==> config.mk <==
export PLATFORM = sky130hd
export DESIGN_NAME = pe_gen
export DESIGN_NICKNAME = d
export VERILOG_FILES = /design/src/rtl/pe_gen_pkg.sv /design/src/rtl/pe_gen_rule.sv /design/src/rtl/pe_gen.sv
export SDC_FILE = /design/constraint.sdc
export NUM_CORES = 1
export LEC_CHECK = 0
export BUFFER_PORTS_ARGS = -buffer_cell sky130_fd_sc_hd__buf_2
export CAP_MARGIN = 20
export CORE_UTILIZATION = 57
export CTS_CLUSTER_DIAMETER = 200
export CTS_CLUSTER_SIZE = 30
export DETAILED_ROUTE_END_ITERATION = 16
export PLACE_DENSITY_LB_ADDON = 0.1
export SLEW_MARGIN = 20
export SYNTH_ARGS = -nofsm -noshare
export SYNTH_HDL_FRONTEND = slang
export SYNTH_SLANG_ARGS = --single-unit
==> constraint.sdc <==
create_clock -name clk -period 12.2 [get_ports clk]
set_input_delay 0.61 -clock clk [delete_from_list [all_inputs] [get_ports clk]]
set_output_delay 0.61 -clock clk [all_outputs]
set_load 0.01 [all_outputs]
==> src/rtl/pe_gen_pkg.sv <==
// Shared definitions for the Generations PE: command encoding, reset rule
// masks (Life, B3/S23) and the two architecturally fixed state codes.
package pe_gen_pkg;

   typedef enum logic [2:0] {
      CMD_NOP     = 3'd0,
      CMD_PROCESS = 3'd1,
      CMD_WRITE   = 3'd2,
      CMD_RULE    = 3'd3,
      CMD_CLEAR   = 3'd4
   } cmd_t;

   localparam logic [8:0] LIFE_BIRTH   = 9'b000001000;
   localparam logic [8:0] LIFE_SURVIVE = 9'b000001100;

   localparam int STATE_DEAD  = 0;
   localparam int STATE_ALIVE = 1;

endpackage

==> src/rtl/pe_gen_rule.sv <==
// Combinational Generations next-state function.
// Ports:
//   state   current cell state
//   count   live-neighbour count, 0..8
//   birth   bit k: dead cell with k live neighbours is born
//   survive bit k: live cell with k live neighbours survives
//   nxt     state after one PROCESS step
module pe_gen_rule
   import pe_gen_pkg::*;
#(
   parameter int N_STATES = 2,
   parameter int SB       = 1
) (
   input  logic [SB-1:0] state,
   input  logic [3:0]    count,
   input  logic [8:0]    birth,
   input  logic [8:0]    survive,
   output logic [SB-1:0] nxt
);

   int st;

   always_comb begin
      st  = int'(state);
      nxt = SB'(STATE_DEAD);
      if (st == STATE_DEAD) begin
         nxt = birth[count] ? SB'(STATE_ALIVE) : SB'(STATE_DEAD);
      end else if (st == STATE_ALIVE) begin
         // With only two states a dying live cell goes straight to dead.
         if (survive[count])
            nxt = SB'(STATE_ALIVE);
         else
            nxt = (N_STATES > 2) ? SB'(2) : SB'(STATE_DEAD);
      end else if (st < N_STATES - 1) begin
         nxt = state + SB'(1);
      end else begin
         // Last dying state and out-of-range written values both retire to dead.
         nxt = SB'(STATE_DEAD);
      end
   end

endmodule

==> src/rtl/pe_gen.sv <==
// One tile of a Generations cellular automaton with run-time loadable
// birth/survive masks, refractory states, saturating age and a still-life flag.
// Ports:
//   clk, rst            clock (rising edge), asynchronous active-low reset
//   rsel_i, csel_i      write select (both high = selected)
//   rsel_o, csel_o      read select (both high = selected)
//   cmd                 0 NOP, 1 PROCESS, 2 WRITE, 3 RULE, 4 CLEAR, 5-7 NOP
//   rule_birth/survive  masks captured on RULE
//   state_in            WRITE data
//   w_i..se_i           neighbour alive flags
//   status_out          1 iff state is alive
//   state_out, age_out  read-out, zero when not read-selected
//   active              the applied command changes the state this cycle
//   still               unchanged for STILL_GENS consecutive PROCESS steps
module pe_gen
   import pe_gen_pkg::*;
#(
   parameter int  N_STATES   = 2,
   parameter int  AGE_BITS   = 8,
   parameter int  STILL_GENS = 4,
   localparam int SB         = (N_STATES > 1) ? $clog2(N_STATES) : 1
) (
   input  logic                clk,
   input  logic                rst,
   input  logic                rsel_i,
   input  logic                csel_i,
   input  logic                rsel_o,
   input  logic                csel_o,
   input  logic [2:0]          cmd,
   input  logic [8:0]          rule_birth,
   input  logic [8:0]          rule_survive,
   input  logic [SB-1:0]       state_in,
   input  logic                w_i,
   input  logic                e_i,
   input  logic                n_i,
   input  logic                s_i,
   input  logic                nw_i,
   input  logic                ne_i,
   input  logic                sw_i,
   input  logic                se_i,
   output logic                status_out,
   output logic [SB-1:0]       state_out,
   output logic [AGE_BITS-1:0] age_out,
   output logic                active,
   output logic                still
);

   localparam logic [AGE_BITS-1:0] AGE_MAX = {AGE_BITS{1'b1}};
   localparam logic [3:0]          SG      = 4'(STILL_GENS);

   logic [SB-1:0]       state, state_n, nxt;
   logic [AGE_BITS-1:0] age, age_n;
   logic [3:0]          scnt, scnt_n;
   logic [8:0]          birth, birth_n, survive, survive_n;
   logic [3:0]          count;
   logic                wsel;

   assign count = 4'(w_i) + 4'(e_i) + 4'(n_i) + 4'(s_i)
                + 4'(nw_i) + 4'(ne_i) + 4'(sw_i) + 4'(se_i);
   assign wsel  = rsel_i & csel_i;

   pe_gen_rule #(.N_STATES(N_STATES), .SB(SB)) u_rule (
      .state   (state),
      .count   (count),
      .birth   (birth),
      .survive (survive),
      .nxt     (nxt)
   );

   always_comb begin
      state_n   = state;
      age_n     = age;
      scnt_n    = scnt;
      birth_n   = birth;
      survive_n = survive;
      case (cmd_t'(cmd))
         CMD_PROCESS: begin
            state_n = nxt;
            if (nxt != state) begin
               age_n  = '0;
               scnt_n = '0;
            end else begin
               if (state == SB'(STATE_ALIVE) && age != AGE_MAX)
                  age_n = age + 1'b1;
               if (scnt < SG)
                  scnt_n = scnt + 1'b1;
            end
         end
         CMD_WRITE: begin
            if (wsel) begin
               state_n = state_in;
               age_n   = '0;
               scnt_n  = '0;
            end
         end
         CMD_RULE: begin
            birth_n   = rule_birth;
            survive_n = rule_survive;
         end
         CMD_CLEAR: begin
            state_n = '0;
            age_n   = '0;
            scnt_n  = '0;
         end
         default: ;
      endcase
   end

   always_ff @(posedge clk or negedge rst) begin
      if (!rst) begin
         state   <= '0;
         age     <= '0;
         scnt    <= '0;
         birth   <= LIFE_BIRTH;
         survive <= LIFE_SURVIVE;
      end else begin
         state   <= state_n;
         age     <= age_n;
         scnt    <= scnt_n;
         birth   <= birth_n;
         survive <= survive_n;
      end
   end

   assign active     = (state_n != state);
   assign still      = (scnt == SG);
   assign status_out = (state == SB'(STATE_ALIVE));
   assign state_out  = (rsel_o & csel_o) ? state : '0;
   assign age_out    = (rsel_o & csel_o) ? age   : '0;

endmodule

## Yosys cells after proc, flatten, opt, wreduce, memory -nomap -nowiden

Index checks and enable logic that the tools add are counted.

- Bits in registers: 31
- Logic and storage cells: 52
- Input bits: 36

- Magnitude comparators: 2
- Eq/ne operators: 11
- Add/sub/neg operators: 9
- Reductions and logical operators: 4
- Multiplexer cells: 19
- Bitwise operators: 2

Operators with widths:

| operator | count |
|---|---|
| 8-bit 2-to-1 mux | 4 |
| 8-bit one-hot mux with 3 select lines | 1 |
| 4-bit by 1-bit adder with 4-bit output | 4 |
| 4-bit 2-to-1 mux | 3 |
| 4-bit one-hot mux with 3 select lines | 1 |
| 8-bit by 1-bit adder with 8-bit output, second input constant | 1 |
| 1-bit binary-select mux with 4-bit select | 2 |
| 8-bit != test, second input constant | 1 |
| 1-bit 2-to-1 mux | 7 |
| 3-bit by 2-bit == test with 1-bit output, second input constant | 2 |
| 3-bit != test, second input constant | 2 |
| 3-bit AND reduction | 2 |
| 4-bit by 5-bit < comparator with 1-bit output, second input constant | 1 |
| 3-bit by 1-bit adder with 4-bit output | 1 |
| 4-bit by 1-bit adder with 4-bit output, second input constant | 1 |
| 4-bit by 3-bit == test with 1-bit output, second input constant | 1 |
| 4-bit by 3-bit < comparator with 1-bit output, second input constant | 1 |
| 2-bit by 1-bit adder with 3-bit output | 1 |
| 3-bit by 1-bit == test with 1-bit output, second input constant | 1 |
| 3-bit == test, second input constant | 1 |
| 1-bit one-hot mux with 3 select lines | 1 |
| 3-bit nonzero test | 1 |
| 1-bit by 1-bit adder with 2-bit output | 1 |
| 1-bit bitwise AND | 2 |
| other kinds (3) | 4 |

## Logic depth before layout (Yosys ltp)

- Depth in word-level cells: 14
- Depth in mapped cells: 16
- Mapped depth without buffers: 15

## Hierarchy

Synthesis repeated with hierarchy kept, for this count alone.

- Cell total of the unflattened synthesis: 175
- Area total of the unflattened synthesis: 1991.9 µm²

By module, submodules not included:

| module | area each (µm²) | instances | cells each | seq. area each (µm²) |
|---|---|---|---|---|
| pe_gen | 1809.2 | 1 | 160 | 779.5 |
| pe_gen_rule | 182.7 | 1 | 15 | 0.0 |

## Worst setup path after synthesis

No wires, ideal clock.

- Kind: input to output
- From: in w_i
- To: out active
- Path buffers: 1
- Arrival time: 4251 ps
- Stages: 16
- Setup slack: 7339 ps
- Cells stage by stage: inv_1 -> fa_1 -> fa_1 -> fa_1 -> inv_1 -> ha_1 -> inv_1 -> fa_1 -> buf_6 -> mux2i_1 -> and3_1 -> nor4_2 -> mux2i_1 -> o21ai_0 -> nand2_1 -> o21ai_0

- Word-level cells in the longest chain between the ends: 13
- Elaborated cells between the ends (all ways): 16
- Those cells by class: add/sub: 7; eq/ne: 1; mux: 8

RTL lines:

| element | line | text |
|---|---|---|
| from (decl) | pe_gen.sv:33 | `input logic w_i,` |
| 1-bit by 1-bit adder with 2-bit output * | pe_gen.sv:58 | `assign count = 4'(w_i) + 4'(e_i) + 4'(n_i) + 4'(s_i)` |
| 2-bit by 1-bit adder with 3-bit output * | pe_gen.sv:58 |  |
| 3-bit by 1-bit adder with 4-bit output * | pe_gen.sv:58 |  |
| 4-bit by 1-bit adder with 4-bit output * (4 in series) | pe_gen.sv:59 | `+ 4'(nw_i) + 4'(ne_i) + 4'(sw_i) + 4'(se_i);` |
| 1-bit binary-select mux with 4-bit select (on tied branches) | pe_gen_rule.sv:27, pe_gen_rule.sv:30 |  |
| 1-bit 2-to-1 mux (on tied branches) (2 in series) | pe_gen_rule.sv:27, pe_gen_rule.sv:30 |  |
| 1-bit 2-to-1 mux * | pe_gen_rule.sv:26 | `if (st == STATE_DEAD) begin` |
| 1-bit one-hot mux with 3 select lines * | pe_gen.sv:76 | `case (cmd_t'(cmd))` |
| 1-bit != test * | pe_gen.sv:125 | `assign active = (state_n != state);` |
| to (decl) | pe_gen.sv:44 | `output logic active,` |

Mark *: on every way between the ends. The rest lies on a longest branch, timed or not. The select of a mux whose other input is x is not followed.

## Worst setup path after layout

Same ends and word-level chain as after synthesis.

==> results.cfg <==
[placement]
dpl.hpwl_um = 2920
gp_congestion = 0.778
io_buffers = 47
pre_cts_ws_ns = 6.78
place_area_um2 = 2250

[grt]
grt.overflow.total = 0
grt_max_degree = 32
first_global_vias = 1457
antenna_found_initial = 0
grt_usage_pct = 23.1
grt_pass1_wl_um = 6180

[setup_path]
path_class = primary input to primary output
regToRegStartpoint = birth[3]$_DFFE_PN1N_
cp_data_required_time_ns = 11.59
path_max_fanout = 12
worstSetupEndpointType = primary output
startpoint_type = primary input
crit_start = w_i
worstPathArrival_ns = 4.85

[synthesis]
synth_flop_cell = dfrtp_1
netlist_instances = 198
synth_seq_area_share_pct = 39.3
synth_nets = 244
ys_ff_latch = 31
synth_edf_count = 0
avgSynthCellArea_um2 = 10.0
async_reset_ff_share_pct = 100
synth_area_um2 = 1980
yosysUniqueCellTypes = 38
ys_warn_count = 0

[routing]
drt_wl_total_um = 3910
detail_route.iter0.violations = 59
post_drt_wl_per_cell_um = 13.3
route.detailed.drc = 0
first_pass_iters = 4
vias_per_cell = 5.45
num_vias = 1607
ant_nets = 0

[sta]
rsz0062_at_grt = false
setup_viol = 0
max_freq_ghz = 0.183
period_minus_slack_ns = 5.46
layout_setup_ws_ns = 6.74
maxSlewViolCount = 0
skew_ns = 0.00979
setup_tns_ns = 0
post-route-period-util_pct = 44.8
hold_violations = 0
slew_headroom_pct = 41.8
worstMarginPinSlew_ns = 0.870

[clocking]
cts_buffers = 5
clock_latency_ns = 0.34
cts_hold_buf = 0
cts_tree = built
root_buffer = clkbuf_4
clkTransAtPathRegs_ns = 0.09
max-clock-path-buffers = 2
cts_resized = 0
cts_num_sinks = 31
post_cts_buffers = 0
htree_levels = 2

[floorplan]
start_util_pct = 59.5
die_w_um = 61.0
rows = 21
die_area_um2 = 3720
fp.dieH_um = 61.0
coreArea_um2 = 3340
io_pins = 48

[outcome]
status = finished, final reports clean

[power]
power_mw = 0.373
power.leakage_nw = 1.16
ir_worst_vdd_mv = 0.115
p_per_area_nw_per_um2 = 160

[cells_and_area]
n_antenna_cell = 0
drive_gt1_share_pct = 33.3
final_common_cell = buf_2
fin_nets = 294
most-common-layout-cells = buf_2, dfrtp_1, inv_1, o21ai_0, mux2_2
stdcell_area_um2 = 2330
syn_to_final_growth_pct = 17.3

[flow_run]
drv_cap = 0

[hold_path]
hold_path_class = primary input to async pin
-- metrics by stage --
| step | hold WS (ns) | utilization, % | std cells |
|---|---|---|---|
| detailed placement | 0.493 | 67.6 | 287 |
| finish | 0.307 | 69.7 | 295 |
| global placement | 0.489 | 67.6 | 287 |
| CTS | 0.320 | 69.7 | 295 |
| global route | 0.340 | 69.7 | 295 |
| floorplan | 0.314 | - | 198 |
-- power breakdown --
| group | internal (mW) | leakage [nW] | total [mW] | switching (mW) |
|---|---|---|---|---|
| clock network | 0.0337 | 0.0375 | 0.0705 | 0.0368 |
| registers | 0.126 | 0.381 | 0.144 | 0.0184 |
| logic | 0.0784 | 0.747 | 0.159 | 0.0806 |
| total | 0.238 | 1.16 | 0.373 | 0.136 |
-- sequential cells by signal, summed over array words and instances (netlist names) --
register / flops
age: 8
birth: 9
scnt: 4
status_out: 1
survive: 9
-- synth_stat cells, types with 2 or more instances --
| cell | instances | share of area [%] |
|---|---|---|
| inv_1 | 19 | 3.6 |
| o21ai_0 | 19 | 4.8 |
| nand4_1 | 2 | 0.63 |
| mux2_2 | 18 | 10 |
| ha_1 | 6 | 3.8 |
| nor2b_1 | 3 | 0.95 |
| a2111oi_0 | 3 | 1.3 |
| o21a_1 | 2 | 0.76 |
| nor2_1 | 7 | 1.3 |
| mux2i_1 | 9 | 4.5 |
| nand2_1 | 15 | 2.8 |
| nor3b_1 | 2 | 0.76 |
| nand2b_1 | 3 | 0.95 |
| dfrtp_1 | 28 | 35 |
| xnor2_1 | 2 | 0.88 |
| a21oi_1 | 7 | 1.8 |
| and2b_4 | 2 | 1.0 |
| dfstp_2 | 3 | 4.0 |
| fa_1 | 4 | 4.0 |
| o31ai_1 | 3 | 1.1 |
| and3_1 | 14 | 4.4 |
| nand3_1 | 7 | 1.8 |
| clkbuf_1 | 3 | 0.57 |
| nor3_1 | 3 | 0.76 |
-- layer usage --
| layer | vias to the layer above | global-route usage [%] | part of all wire (%) |
|---|---|---|---|
| met5 | - | 0 | 0 |
| met2 | 48 | 35.9 | 45 |
| met3 | 7 | 7.04 | 5.6 |
| met4 | 0 | 10.1 | 1.6 |
| li1 | 805 | - | - |
| met1 | 747 | 29.8 | 48 |
-- worst max-delay path, cell delays in order --
cell and delay, ns:
buf_2 0.07, inv_1 0.04, fa_1 0.56, fa_1 0.43, fa_1 0.43, inv_1 0.07
ha_1 0.16, inv_1 0.06, fa_1 0.81, and2b_4 0.25, a2111oi_0 0.52, nor4_2 0.09
mux2i_1 0.30, o21ai_0 0.14, nand2_1 0.08, o21ai_0 0.07, buf_2 0.16
-- cell type report --
type	count	area (um2)
Sequential cell	31	779
Clock buffer	7	65.1
Clock inverter	1	7.51
Tap cell	46	57.6
Multi-Input combinational cell	144	1110
Fill cell	288	1010
Timing Repair Buffer	47	235
Inverter	19	71.3
-- cell families (layout without fill, tap and decap cells) --
logic type                 Yosys count  count (layout)  synth area share [%]
muxes                               28              28                  15.9
buffers and inverters               23              74                  4.73
adders and majority gates           10              10                  7.82
and+or+nand+nor                     63              63                  18.0
DFF                                 31              31                  39.3
AOI/OAI and AO/OA                   40              40                  12.5
xor gates and xnor gates             3               3                  1.70
-- worst paths after layout --
check / end / slack (ns) / cells past startpoint
hold reg to reg: survive[7]$_DFFE_PN0N_ / 0.52 / 1
min in group clk: survive[4]$_DFFE_PN0N_ / 0.49 / 2
max in group asynchronous: birth[6]$_DFFE_PN0N_ / 11.46 / 1
setup / recovery: active / 6.74 / 17
hold / removal: scnt[0]$_DFFE_PN0P_ / 0.31 / 1
setup reg to reg: age[3]$_DFFE_PN0P_ / 9.71 / 7
No activity file was read; power rests on OpenSTA's default activity.
